<file path="src/rtl/debounce_scheduler.sv">
// Multi-button debouncer: one stability counter and qualification FSM shared
// round-robin across all raw button inputs.
module debounce_scheduler #(
   parameter int unsigned NUM_BTN = 4,
   parameter int unsigned N       = 10,
   localparam int unsigned CW     = $clog2(N) + 1,
   localparam int unsigned IW     = $clog2(NUM_BTN)
) (
   input  logic               clk,
   input  logic               rst,
   input  logic [NUM_BTN-1:0] btn,
   output logic [NUM_BTN-1:0] btn_out,
   output logic [NUM_BTN-1:0] press_pulse,
   output logic [NUM_BTN-1:0] release_pulse,
   output logic               busy,
   output logic [IW-1:0]      cur_idx,
   output logic [CW-1:0]      counter
);

   typedef enum logic [1:0] {StIdle, StQualify, StCommit} state_e;

   state_e             state_q, state_d;
   logic [NUM_BTN-1:0] s1_q, s2_q;
   logic [NUM_BTN-1:0] btn_out_q, btn_out_d;
   logic [NUM_BTN-1:0] press_q, press_d;
   logic [NUM_BTN-1:0] release_q, release_d;
   logic [CW-1:0]      counter_q, counter_d;
   logic [IW-1:0]      idx_q, idx_d;
   logic [IW-1:0]      ptr_q, ptr_d;
   logic               target_q, target_d;

   logic [NUM_BTN-1:0] mismatch;
   logic [IW-1:0]      sel;
   logic               sel_valid;
   logic [IW-1:0]      next_idx;
   int unsigned        j;

   assign mismatch = s2_q ^ btn_out_q;
   assign next_idx = (idx_q == IW'(NUM_BTN - 1)) ? '0 : idx_q + 1'b1;

   // First pending button at or after the round-robin pointer.
   always_comb begin
      sel       = '0;
      sel_valid = 1'b0;
      j         = 0;
      for (int unsigned i = 0; i < NUM_BTN; i++) begin
         j = (32'(ptr_q) + i) % NUM_BTN;
         if (!sel_valid && mismatch[IW'(j)]) begin
            sel_valid = 1'b1;
            sel       = IW'(j);
         end
      end
   end

   always_comb begin
      state_d   = state_q;
      counter_d = counter_q;
      idx_d     = idx_q;
      ptr_d     = ptr_q;
      target_d  = target_q;
      btn_out_d = btn_out_q;
      press_d   = '0;
      release_d = '0;
      case (state_q)
         StIdle: begin
            if (sel_valid) begin
               idx_d     = sel;
               target_d  = s2_q[sel];
               counter_d = '0;
               state_d   = StQualify;
            end
         end
         StQualify: begin
            // A bounce abandons this button and moves the pointer past it.
            if (s2_q[idx_q] != target_q) begin
               state_d   = StIdle;
               counter_d = '0;
               ptr_d     = next_idx;
            end else if (counter_q == CW'(N - 1)) begin
               state_d = StCommit;
            end else begin
               counter_d = counter_q + 1'b1;
            end
         end
         StCommit: begin
            btn_out_d[idx_q] = target_q;
            press_d[idx_q]   = target_q;
            release_d[idx_q] = ~target_q;
            ptr_d            = next_idx;
            counter_d        = '0;
            state_d          = StIdle;
         end
         default: begin
            state_d   = StIdle;
            counter_d = '0;
         end
      endcase
   end

   always_ff @(posedge clk or posedge rst) begin
      if (rst) begin
         state_q   <= StIdle;
         s1_q      <= '0;
         s2_q      <= '0;
         btn_out_q <= '0;
         press_q   <= '0;
         release_q <= '0;
         counter_q <= '0;
         idx_q     <= '0;
         ptr_q     <= '0;
         target_q  <= 1'b0;
      end else begin
         state_q   <= state_d;
         s1_q      <= btn;
         s2_q      <= s1_q;
         btn_out_q <= btn_out_d;
         press_q   <= press_d;
         release_q <= release_d;
         counter_q <= counter_d;
         idx_q     <= idx_d;
         ptr_q     <= ptr_d;
         target_q  <= target_d;
      end
   end

   assign btn_out       = btn_out_q;
   assign press_pulse   = press_q;
   assign release_pulse = release_q;
   assign busy          = (state_q == StQualify) || (state_q == StCommit);
   assign cur_idx       = idx_q;
   assign counter       = counter_q;

endmodule
</file>
<file path="config.mk">
export PLATFORM = sky130hd
export DESIGN_NAME = debounce_scheduler
export DESIGN_NICKNAME = d
export VERILOG_FILES = /design/src/rtl/debounce_scheduler.sv
export SDC_FILE = /design/constraint.sdc
export NUM_CORES = 1
export LEC_CHECK = 0
export ABC_AREA = 1
export BUFFER_PORTS_ARGS = -buffer_cell sky130_fd_sc_hd__buf_4
export CORE_MARGIN = 3
export CORE_UTILIZATION = 56
export DETAILED_ROUTE_END_ITERATION = 10
export GPL_ROUTABILITY_DRIVEN = 1
export PLACE_DENSITY = 0.79
export SETUP_SLACK_MARGIN = 0.1
export SYNTH_ARGS = -nofsm -noshare
export SYNTH_HDL_FRONTEND = slang
export SYNTH_SLANG_ARGS = --single-unit
</file>
<file path="constraint.sdc">
create_clock -name clk -period 1.9 [get_ports clk]
set_input_delay 0.19 -clock clk [delete_from_list [all_inputs] [get_ports clk]]
set_output_delay 0.19 -clock clk [all_outputs]
set_load 0.03 [all_outputs]
</file>
# == Yosys cells after proc, flatten, opt, wreduce, memory -nomap -nowiden ==
# Index checks and enable logic that the tools add are counted.
# W data, S select, Z words.
# word_totals
reg_bits,32
input_bits,6
output_inout_bits,20
# op_classes
add_sub_neg,5
magnitude_cmp,7
eq_ne,9
n_mux,36
bitwise,4
n_reduce_logical,14
# op_table
op,n
$lt A2 B3 Y1 const B,6
$mux W2,9
$mux W5,3
$bmux W1 S2,6
$mux W1,11
$pmux W5 S2,1
$and A4 B4 Y4,2
$mux W4,2
$pmux W2 S2,2
$reduce_and A2 Y1,4
$ne A3 B3 Y1 const B,2
$add A5 B1 Y5 const B,1
$eq A5 B4 Y1 const B,1
$add A2 B1 Y2 const B,2
$add A2 B2 Y2 const B,2
$bwmux W4,1
$eq A2 B2 Y1 const B,2
$logic_and A1 B1 Y1,4
$ne A2 B2 Y1 const B,2
$xor A4 B4 Y4,1
$logic_not A1 Y1,3
$demux W1 S2,1
$eq A2 B1 Y1 const B,1
$ge A2 B1 Y1 const B,1
other kinds (5),5

# == Logic depth before layout (Yosys ltp) ==
# Gate-level depths: netlist of the first run.
# logic_depth
word_depth,15
ltp_mapped,15
ltp_nobuf,15

# == Worst setup path after synthesis of the first run ==
# OpenSTA, ideal clock, no wires.
# synth_timing
kind,flip-flop to flip-flop
from,reg btn_out_q[2] (netlist: btn_out[2])
to,reg counter_q[2] (netlist: counter[2])
setup_ns,0.120
arrival_ns,1.634
required_ns,1.780
setup_slack_ns,0.146
path_stages_with_launch,13
path_buffers,0
synth_period_minus_slack_ns,1.754
cell_sequence,dfrtp_1 -> inv_1 -> nand2_1 -> nand3_1 -> nand3_1 -> nand2_1 -> nor2_4 -> nand2_4 -> nor2_8 -> inv_6 -> nand3_1 -> xor2_1 -> nor2_1
# synth_via
elab_chain_len,15
elab_cells_between_ends,21
# synth_rtl
item,line_no,text
"start, declared",24,"logic [NUM_BTN-1:0] btn_out_q, btn_out_d;"
"start signal, assigned",116,btn_out_q <= btn_out_d;
$xor A4 B4 Y4 *,38,assign mismatch = s2_q ^ btn_out_q;
$bmux W1 S2,48,if (!sel_valid && mismatch[IW'(j)]) begin
$mux W1 (not written as such),48,
$mux W1,48,
$logic_not A1 Y1,48,
$logic_and A1 B1 Y1,48,
$mux W1,48,
$logic_not A1 Y1,48,
$logic_and A1 B1 Y1,48,
$mux W1,48,
$logic_not A1 Y1,48,
$logic_and A1 B1 Y1,48,
$mux W1 *,48,
$ne A2 B2 Y1 (no line) *,n/a,
$reduce_and A2 Y1 (no line) *,n/a,
"end signal, assigned",119,counter_q <= counter_d;
"end, declared",27,"logic [CW-1:0] counter_q, counter_d;"
# Mark *: on every way between the ends. The rest lies on a longest branch, timed or not. The select of a mux whose other input is x is not followed.
# A chain may end at the register's enable or synchronous reset.

# == Final worst setup path of the first run ==
# layout_timing
from,reg ptr_q[0]
to,reg counter_q[3] (netlist: counter[3])
# layout_via
elab_chain_len,14
elab_cells_between_ends,23
# layout_rtl
item,line_no,text
"start, declared",29,"logic [IW-1:0] ptr_q, ptr_d;"
"start signal, assigned",121,ptr_q <= ptr_d;
"parallel branches: the longest is 11 deep, another holds $add A2 B1 Y2",n/a,
$mux W1 *,48,
$ne A2 B2 Y1 (no line) *,n/a,
$reduce_and A2 Y1 (no line) *,n/a,
# Every way passes the cells marked *. The select of a mux whose other input is x is not followed.

==> results of run 1 <==
==> cell usage after synthesis, drive strengths merged <==
| master | count |
|---|---|
| buf | 1 |
| xnor2 | 2 |
| nand3b | 1 |
| inv | 24 |
| a31oi | 1 |
| ha | 9 |
| o31ai | 1 |
| xor2 | 3 |
| nor2 | 20 |
| a21oi | 9 |
| nand3 | 28 |
| o21ai | 8 |
| nand2 | 55 |
| dfrtp | 32 |
| nor3 | 1 |
| o22ai | 2 |
==> power by group <==
group / switching (W) / internal (W) / total [W]
registers: 0.000174 / 0.000792 / 0.000966
clock network: 0.000236 / 0.000349 / 0.000585
logic: 0.00116 / 0.000715 / 0.00188
==> state kept, by name (all words and copies together) (netlist names), 2 cells and up <==
register / count
counter: 5
btn_out: 4
press_pulse: 4
release_pulse: 4
s1_q: 4
s2_q: 4
cur_idx: 2
ptr_q: 2
state_q: 2
==> layer usage <==
| layer | track usage [%] | vias up | wire length (um) |
|---|---|---|---|
| met2 | 37.86 | 29 | 2030 |
| met5 | 0 | - | 0 |
| met4 | 8.359 | 0 | 60 |
| li1 | - | 720 | - |
| met3 | 4.468 | 8 | 155 |
| met1 | 30.90 | 720 | 1731 |
==> worst max path at each step <==
| stage | start | to | slack [ns] | depth (start not counted) |
|---|---|---|---|---|
| after detailed placement | ptr_q[0] | counter[2] | -0.05 | 10 |
| final | ptr_q[0] | counter[3] | 0.06 | 12 |
| after floorplan | btn_out[2] | counter[2] | 0.15 | 12 |
| after CTS | ptr_q[0] | counter[3] | 0.10 | 12 |
| after global routing | ptr_q[0] | counter[3] | -0.04 | 13 |
| after global placement | ptr_q[0] | counter[3] | 0.03 | 11 |
==> kinds of logic (layout without fill, tap and decap cells) <==
logic type	Yosys count	in the layout
XOR/XNOR	5	5
AND/OR/NAND/NOR	105	105
AO/OA/AOI/OAI	21	21
adder cells (fa/ha/maj)	9	9
buffers and inverters	25	69
flip-flops	32	32
==> stage by stage <==
stage	setup TNS, ns	hold slack [ns]	total power (W)	std cells
6_report	0	0.3611	0.003427	272
5_1_grt	-0.04342	0.3725	0.003677	272
4_1_cts	0	0.3610	0.003172	269
3_5_place_dp	-0.1141	0.3006	0.002517	254
3_3_place_gp	0	0.2912	0.002474	254
2_1_floorplan	0	0.2214	0.002161	197
==> final cells by class <==
class                      count  share of cell area (%)
sequential                    32                   36.53
timing repair buffer          37                   13.33
clock inverter                 1                   1.361
multi-input combinational    140                   39.42
clock buffer                   7                   2.950
tap                           31                   1.758
inverter                      24                   4.651
==> what timing repair did <==
item | 4_1_cts | 5_1_grt
setup buffers | 2 | 3
endpoints found under the hold margin | 36 | 0
pin swaps | 1 | 9
gates resized for setup | 5 | 26
hold buffers | 5 | 0
endpoints found under the setup margin | 10 | 12
==> critical path, delay by kind of cell, from the launching register on <==
family	cells	cell delay, ns
XOR/XNOR	2	0.26
buffers and inverters	2	0.23
flip-flops	1	0.52
AND/OR/NAND/NOR	8	0.73
==> flow_summary.yaml, run 1 <==
cts:
  insertion_delay_ns: 0.34
  htree_num_levels: 2
  cts_buffer_depth: 2
  cts.reportedPaths.clkPinSlew_ns: 0.11
  tritoncts: "done"
  numCtsBuffers: 5
  cts_sinks: 32
  root_buffer: "clkbuf_4"
yosys:
  synth_top_family_by_area: "simple AND/OR/NAND/NOR gates"
  synth-xor-area-share_pct: 2.595
  synth_compound_area_share_pct: 6.597
  yosys_warnings: 0
  synth_top_area_share_pct: 47.44
  avgSynthCellArea_um2: 8.568
  synth_area_leaders: "dfrtp_1, nand2_1, nand3_1"
  synth_fp_nets: 212
  ys_seq_area_share_pct: 47.44
  yosys.area_share.simple_pct: 29.95
  synth_top_area_cell: "dfrtp_1"
  synth.ff_latch_count: 32
  synth_mux_area_share_pct: 0
  synth_area_um2: 1688
  synthCells: 197
  ys_types: 25
  synthAdderAreaFrac_pct: 6.672
detailed_routing:
  wl_mm: 3.977
  drt_iter0_drc: 44
  vias: 1477
  ant_nets: 0
  post_drt_wl_per_cell_um: 14.62
  first_pass_iters: 5
  via_per_inst: 5.430
  drc_errors: 0
placement:
  port_buffers: 25
  dp_hpwl_mm: 2.763
  dp_slack_ns: -0.05221
  place_area_um2: 1918
  gp_congestion: 0.8020
timing:
  slew_viol_final: 0
  relSlewSlack_pct: 72.98
  rsz0062_at_grt: "yes"
  max_freq_mhz: 544.1
  finalCritPeriodShare_pct: 96.73
  setup_viol_count_final: 0
  fin_crit_ns: 1.838
  fin_ws_ns: 0.06217
  tightest_slew_ns: 0.4053
  finClkSkew_ns: 0.01533
  hold_viol: 0
cells_and_area:
  area_growth_pct: 30.69
  mostFrequentLayoutCell: "nand2_1"
  nets: 255
  antenna_cells: 0
  final_util_pct: 78.64
  ff_latch_area_um2: 805.8
  drive_gt1_share_pct: 33.61
  multi_input_area_um2: 869.6
  design_area_um2: 2206
  fillers: 192
  final_cell_mix: "nand2_1, buf_4, dfrtp_1, inv_1, nand3_1"
floorplan:
  die_x_um: 60.90
  die_area_um2: 3709
  die_h_um: 60.90
  initial_core_util_pct: 60.17
  num_rows: 19
  coreArea_um2: 2805
  io_pins: 26
hold_path:
  hold_path.class: "reg -> reg"
  min_from: "s1_q[0]"
  hold_depth: 0
  min_to: "s2_q[0]"
setup_path:
  cp-start-kind: "flop"
  path_max_fanout: 6
  rr_worst_depth: 12
  end_kind: "flop"
  r2r_start: "ptr_q[0]"
  worst_ep_required_time_ns: 2.16
  reg2reg_to: "counter[3]"
  critPathSlowestCell: "dfrtp_2"
  slowest_delay_ns: 0.52
  worstPathCellList: "buf_6 -> xnor2_4 -> nand2_1 -> nand2_2 -> nor2_4 -> nand2_4 -> nor2_8 -> inv_6 -> nand2_4 -> nor2_2 -> xor2_1 -> nor2_1"
  ff2ff_setup_slack_ns: 0.06
  path_common_cell: "nand2_4"
  crit_type: "reg -> reg"
  cp.arrival_ns: 2.10
global_route:
  antenna_found_initial: 0
  grt_pass1_vias: 1335
  grt_overflow: 0
  grt_max_degree: 33
  grt_util_all_layers_pct: 23.24
  grt_pass1_wl_mm: 6.265
flow_run:
  maxCapViolations: 0
power:
  vdd_ir_drop_max_uv: 1110
  p_leak_nw: 1.141
  powerDensity_nw_per_um2: 1554
run_status:
  outcome: "completed"
No activity file was read; power rests on OpenSTA's default activity.
==> run 2: changes to the inputs <==
Settings changed: CORE_UTILIZATION 56 to 58, CTS_BUF_LIST set to sky130_fd_sc_hd__clkbuf_8, PLACE_DENSITY 0.79 to 0.81, SETUP_SLACK_MARGIN 0.1 to 0.15.
==> flow_summary.yaml, run 2 (same netlist as run 1, synthesis figures left out) <==
cells_and_area:
  fin_cells: 274
  area_growth_pct: 38.47
  fillers: 120
  largest_reg_flops: 5
  antenna_cells: 0
  drive_gt1_share_pct: 43.44
  final_cell_mix: "nand2_1, buf_4, dfrtp_1, inv_1"
  nets: 258
global_route:
  grt_overflow: 0
  grt_pass1_wl_mm: 6.989
  grt_max_degree: 33
  grt_pass1_vias: 1535
  antenna_found_initial: 0
  grt_util_all_layers_pct: 27.08
setup_path:
  worstPathCellList: "buf_8 -> xor2_4 -> nand3_1 -> nand2_1 -> nand2_1 -> nand3_1 -> nand2_1 -> nand3_1 -> nand3_1 -> nand2_1 -> nand2_1 -> nand2_1"
  worst_ep_required_time_ns: 2.08
  crit_type: "reg -> reg"
  r2r_start: "ptr_q[0]"
  ff2ff_setup_slack_ns: 0.02
  critPathSlowestCell: "dfrtp_2"
  cp-endpoint: "target_q"
  cp-start-kind: "flop"
  cp.arrival_ns: 2.06
  path_common_cell: "nand2_1"
  slowest_delay_ns: 0.41
  path_max_fanout: 5
  end_kind: "flop"
  critPathLaunch: "ptr_q[0]"
  reg2reg_to: "target_q"
  rr_worst_depth: 12
placement:
  place_inst: 252
  port_buffers: 25
  dp_slack_ns: -0.04087
  dp_hpwl_mm: 2.840
  gp_congestion: 1.017
timing:
  fin_crit_ns: 1.883
  hold_viol: 5
  fin_ws_ns: 0.01675
  setup_viol_count_final: 0
  relSlewSlack_pct: 73.72
  finalCritPeriodShare_pct: 99.12
  finClkSkew_ns: 0.007016
  max_freq_mhz: 531.0
  tightest_slew_ns: 0.3941
  slew_viol_final: 0
  hold_slack_ns: -0.002161
  rsz0062_at_grt: "yes"
floorplan:
  initial_core_util_pct: 64.61
  die_h_um: 59.95
  die_area_um2: 3593
  num_rows: 18
  coreArea_um2: 2613
  die_x_um: 59.95
  io_pins: 26
cts:
  htree_num_levels: 2
  insertion_delay_ns: 0.29
  numCtsBuffers: 5
  tritoncts: "done"
  cts.reportedPaths.clkPinSlew_ns: 0.07
  root_buffer: "clkbuf_8"
  cts_buffer_depth: 2
  cts_sinks: 32
detailed_routing:
  drt_iter0_drc: 193
  ant_nets: 0
  drc_errors: 0
  via_per_inst: 5.883
  vias: 1612
  post_drt_wl_per_cell_um: 17.52
  first_pass_iters: 4
  wl_mm: 4.801
run_status:
  violations: "negative hold slack"
  outcome: "finished with violations"
hold_path:
  hold_path.class: "in -> async"
flow_run:
  maxCapViolations: 0
power:
  p_leak_nw: 1.189
  vdd_ir_drop_max_uv: 1780
  powerDensity_nw_per_um2: 1616
run 2: worst min-delay path by stage:
stage / startpoint / end / slack (ns)
finish: rst / counter[3] / -0.002
global route: btn[3] / s1_q[3] / 0.0007
CTS: btn[1] / s1_q[1] / 0.007
detailed placement: rst / press_pulse[0] / 0.30
global placement: rst / s1_q[3] / 0.29
floorplan: btn[0] / s1_q[0] / 0.22
run 2: area by class of cell:
cell class	instances	area, um^2	area share, %
clock inverter	2	10.01	0.4283
clock buffer	6	82.58	3.533
inverter	24	107.6	4.604
tap	30	37.54	1.606
timing repair buffer	40	312.8	13.38
sequential	32	809.5	34.64
multi-input combinational	140	977.2	41.81
run 2: metal layers:
| metal | vias up | GRT usage [%] | share of wire [%] |
|---|---|---|---|
| met1 | 770 | 33.01 | 38 |
| met2 | 86 | 43.98 | 51 |
| met3 | 26 | 8.639 | 7.6 |
| met4 | 0 | 11.39 | 3.5 |
| met5 | - | 0 | 0 |
| li1 | 730 | - | - |
run 2: repair_timing:
| item | 4_1_cts | 5_1_grt |
|---|---|---|
| hold buffers | 0 | 2 |
| endpoints found under the hold margin | 0 | 2 |
| pin swaps | 12 | 9 |
| endpoints found under the setup margin | 9 | 12 |
| buffers inserted | 10 | 2 |
| resized for setup | 19 | 41 |
run 2: power by group:
group          switching, W  leakage, nW  internal (W)
Clock              0.000241       0.0510      0.000288
Combinational       0.00141        0.732      0.000865
Sequential         0.000183        0.406      0.000794
run 2: stage by stage:
| step | power (W) | instance area, um^2 | utilization (%) | setup TNS (ns) |
|---|---|---|---|---|
| floorplan | 0.002161 | 1689 | - | 0 |
| global route | 0.003981 | 2337 | 89.46 | -0.08572 |
| detailed placement | 0.002516 | 1911 | 73.13 | -0.04087 |
| finish | 0.003776 | 2337 | 89.46 | 0 |
| global placement | 0.002428 | 1911 | 73.13 | 0 |
| CTS | 0.003291 | 2147 | 82.18 | 0 |
run 2: worst max-delay path, delay by kind of cell (launching register included):
family                    cells  cell delay, ns
xor gates and xnor gates      1            0.19
buffers and inverters         1            0.16
DFF                           1            0.41
and+or+nand+nor              10            1.00
==> run 3: changes to the inputs <==
Settings changed: ABC_AREA 1 to unset, CORE_UTILIZATION 58 to 55, CTS_BUF_LIST sky130_fd_sc_hd__clkbuf_8 to unset, PLACE_DENSITY 0.81 to 0.78.
==> flow_summary.yaml, run 3 <==
cts:
  insertion_delay_ns: 0.33
  root_buffer: "clkbuf_4"
  cts_buffer_depth: 2
  htree_num_levels: 2
  cts_sinks: 32
  cts.reportedPaths.clkPinSlew_ns: 0.09
  tritoncts: "done"
  numCtsBuffers: 5
yosys:
  synthTopCellsByCount: "dfrtp_1, nand2_1, ha_1"
  synth_fp_nets: 149
  synth_top_area_cell: "dfrtp_1"
  synthAdderAreaFrac_pct: 7.323
  synth_edf_count: 0
  ys_seq_area_share_pct: 52.07
  synth_mux_area_share_pct: 5.533
  synth_top_area_share_pct: 52.07
  async_flop_share_pct: 100.0
  ys_types: 39
  yosys_warnings: 0
  ys.flop_type: "dfrtp_1"
  synth_compound_area_share_pct: 13.43
  synth.ff_latch_count: 32
  synthCells: 134
  synth_area_leaders: "dfrtp_1, ha_1, mux2i_1"
  yosys.area_share.simple_pct: 14.73
  synth-xor-area-share_pct: 4.475
  synth_area_um2: 1538
  avgSynthCellArea_um2: 11.48
  yosysMostFrequentCell: "dfrtp_1"
  synth_top_family_by_area: "simple AND/OR/NAND/NOR gates"
placement:
  place_area_um2: 1817
  dp_hpwl_mm: 2.361
  place_inst: 195
  gp_congestion: 0.9656
  port_buffers: 25
floorplan:
  coreArea_um2: 2567
  num_rows: 18
  io_pins: 26
  die_area_um2: 3466
  die_h_um: 58.88
  die_x_um: 58.88
  initial_core_util_pct: 59.89
detailed_routing:
  wl_met1_mm: 1.320
  post_drt_wl_per_cell_um: 15.49
  dr_wl_met3_um: 187
  wl_mm: 3.269
  ant_nets: 0
  vias: 1171
  top_layer: "met4"
  drc_errors: 0
  drt_iter0_drc: 46
  wl_met2_mm: 1.731
  first_pass_iters: 4
  via_per_inst: 5.550
global_route:
  grt_max_degree: 18
  grt_pass1_vias: 1160
  grt_overflow: 0
  grt_pass1_wl_mm: 5.168
  grt_util_all_layers_pct: 20.40
  antenna_found_initial: 0
timing:
  hold_slack_ns: 0.3574
  setup_tns_ns: 0
  finClkSkew_ns: 0.003944
  max_freq_mhz: 531.1
  fin_crit_ns: 1.883
  hold_viol: 0
  slew_viol_final: 0
  rsz0062_at_grt: "yes"
  tightest_slew_ns: 0.6302
  finalCritPeriodShare_pct: 99.09
  setup_viol_count_final: 0
  relSlewSlack_pct: 57.94
setup_path:
  cp_num_buf_inv: 0
  end_kind: "flop"
  cp.arrival_ns: 2.14
  crit_type: "reg -> reg"
  worst_ep_required_time_ns: 2.15
  path_max_fanout: 5
  worstPathCellList: "mux4_2 -> xnor2_2 -> nand2_2 -> or3_4 -> mux2i_1"
  critPathSlowestCell: "mux4_2"
  cp-start-kind: "flop"
  path_delay_family: "multiplexers"
  slowest_delay_ns: 0.52
cells_and_area:
  final_cell_mix: "buf_4, dfrtp_1, nand2_1, ha_1, inv_1"
  antenna_cells: 0
  multi_input_area_um2: 763.2
  fillers: 168
  fin_cells: 211
  largest_reg_flops: 5
  area_growth_pct: 32.06
  nets: 195
  final_util_pct: 79.09
  drive_gt1_share_pct: 33.15
  mostFrequentLayoutCell: "buf_4"
  ff_latch_area_um2: 803.3
  design_area_um2: 2031
power:
  vdd_ir_drop_max_uv: 957.5
  powerDensity_nw_per_um2: 1225
  p_leak_nw: 1.032
flow_run:
  maxCapViolations: 0
hold_path:
  hold_path.class: "reg -> reg"
run_status:
  outcome: "completed"
[run 3: cell count changes after synthesis, moves of 4 or more]
cell	previous run	this run
nand2_1	50	10
nand3_1	25	3
nor2_1	16	4
and3_1	0	4
a21o_1	0	4
mux2i_1	0	4
and2_1	0	5
o21ai_0	8	2
inv_1	19	8
[run 3: report_power, final]
| part | internal (W) | leakage (nW) | total [W] | switching (W) |
|---|---|---|---|---|
| clock network | 0.000276 | 0.0422 | 0.000496 | 0.000220 |
| logic | 0.000521 | 0.577 | 0.00109 | 0.000574 |
| registers | 0.000778 | 0.413 | 0.000897 | 0.000120 |
[run 3: cell families after synthesis]
family,after synthesis
AND/OR/NAND/NOR,39
flip-flops,32
AO/OA/AOI/OAI,30
buffers and inverters,10
adder cells (fa/ha/maj),9
XOR/XNOR,7
multiplexers,7
[run 3: final timing paths]
path	slack, ns	cells past startpoint	endpoint	start
setup / recovery	0.02	5	counter[0]	s2_q[0]
hold / removal	0.36	0	s2_q[0]	s1_q[0]
setup reg to reg	0.02	5	counter[0]	s2_q[0]
hold reg to reg	0.36	0	s2_q[0]	s1_q[0]
max in group asynchronous	0.75	4	counter[4]	rst
min in group asynchronous	0.49	3	press_pulse[3]	rst
[run 3: timing repair]
item | 4_1_cts | 5_1_grt
pin swaps | 0 | 1
hold endpoints to repair | 20 | 0
hold buffers | 5 | 0
resized for setup | 0 | 11
setup endpoints to repair | 7 | 12
setup buffers | 2 | 1
[run 3: metal layers]
metal / vias to the layer above / GRT usage, %
met5: - / 0
met3: 5 / 8.991
met4: 0 / 6.472
li1: 563 / -
met1: 570 / 23.43
met2: 33 / 34.07
[run 3: cell type report]
| type | count | share of cell area (%) |
|---|---|---|
| clock buffers | 6 | 2.033 |
| repair buffers | 41 | 15.77 |
| inverters | 8 | 1.479 |
| flip-flops and latches | 32 | 39.56 |
| well taps | 30 | 1.848 |
| multi-input cells | 92 | 37.58 |
| clock inverters | 2 | 1.725 |
[run 3: per-stage QoR]
stage	power, W	setup WS [ns]
floorplan	0.001567	-0.02154
global placement	0.001834	0.1519
detailed placement	0.001883	0.07243
CTS	0.002398	0.04509
global route	0.002647	-0.06708
finish	0.002488	0.01727
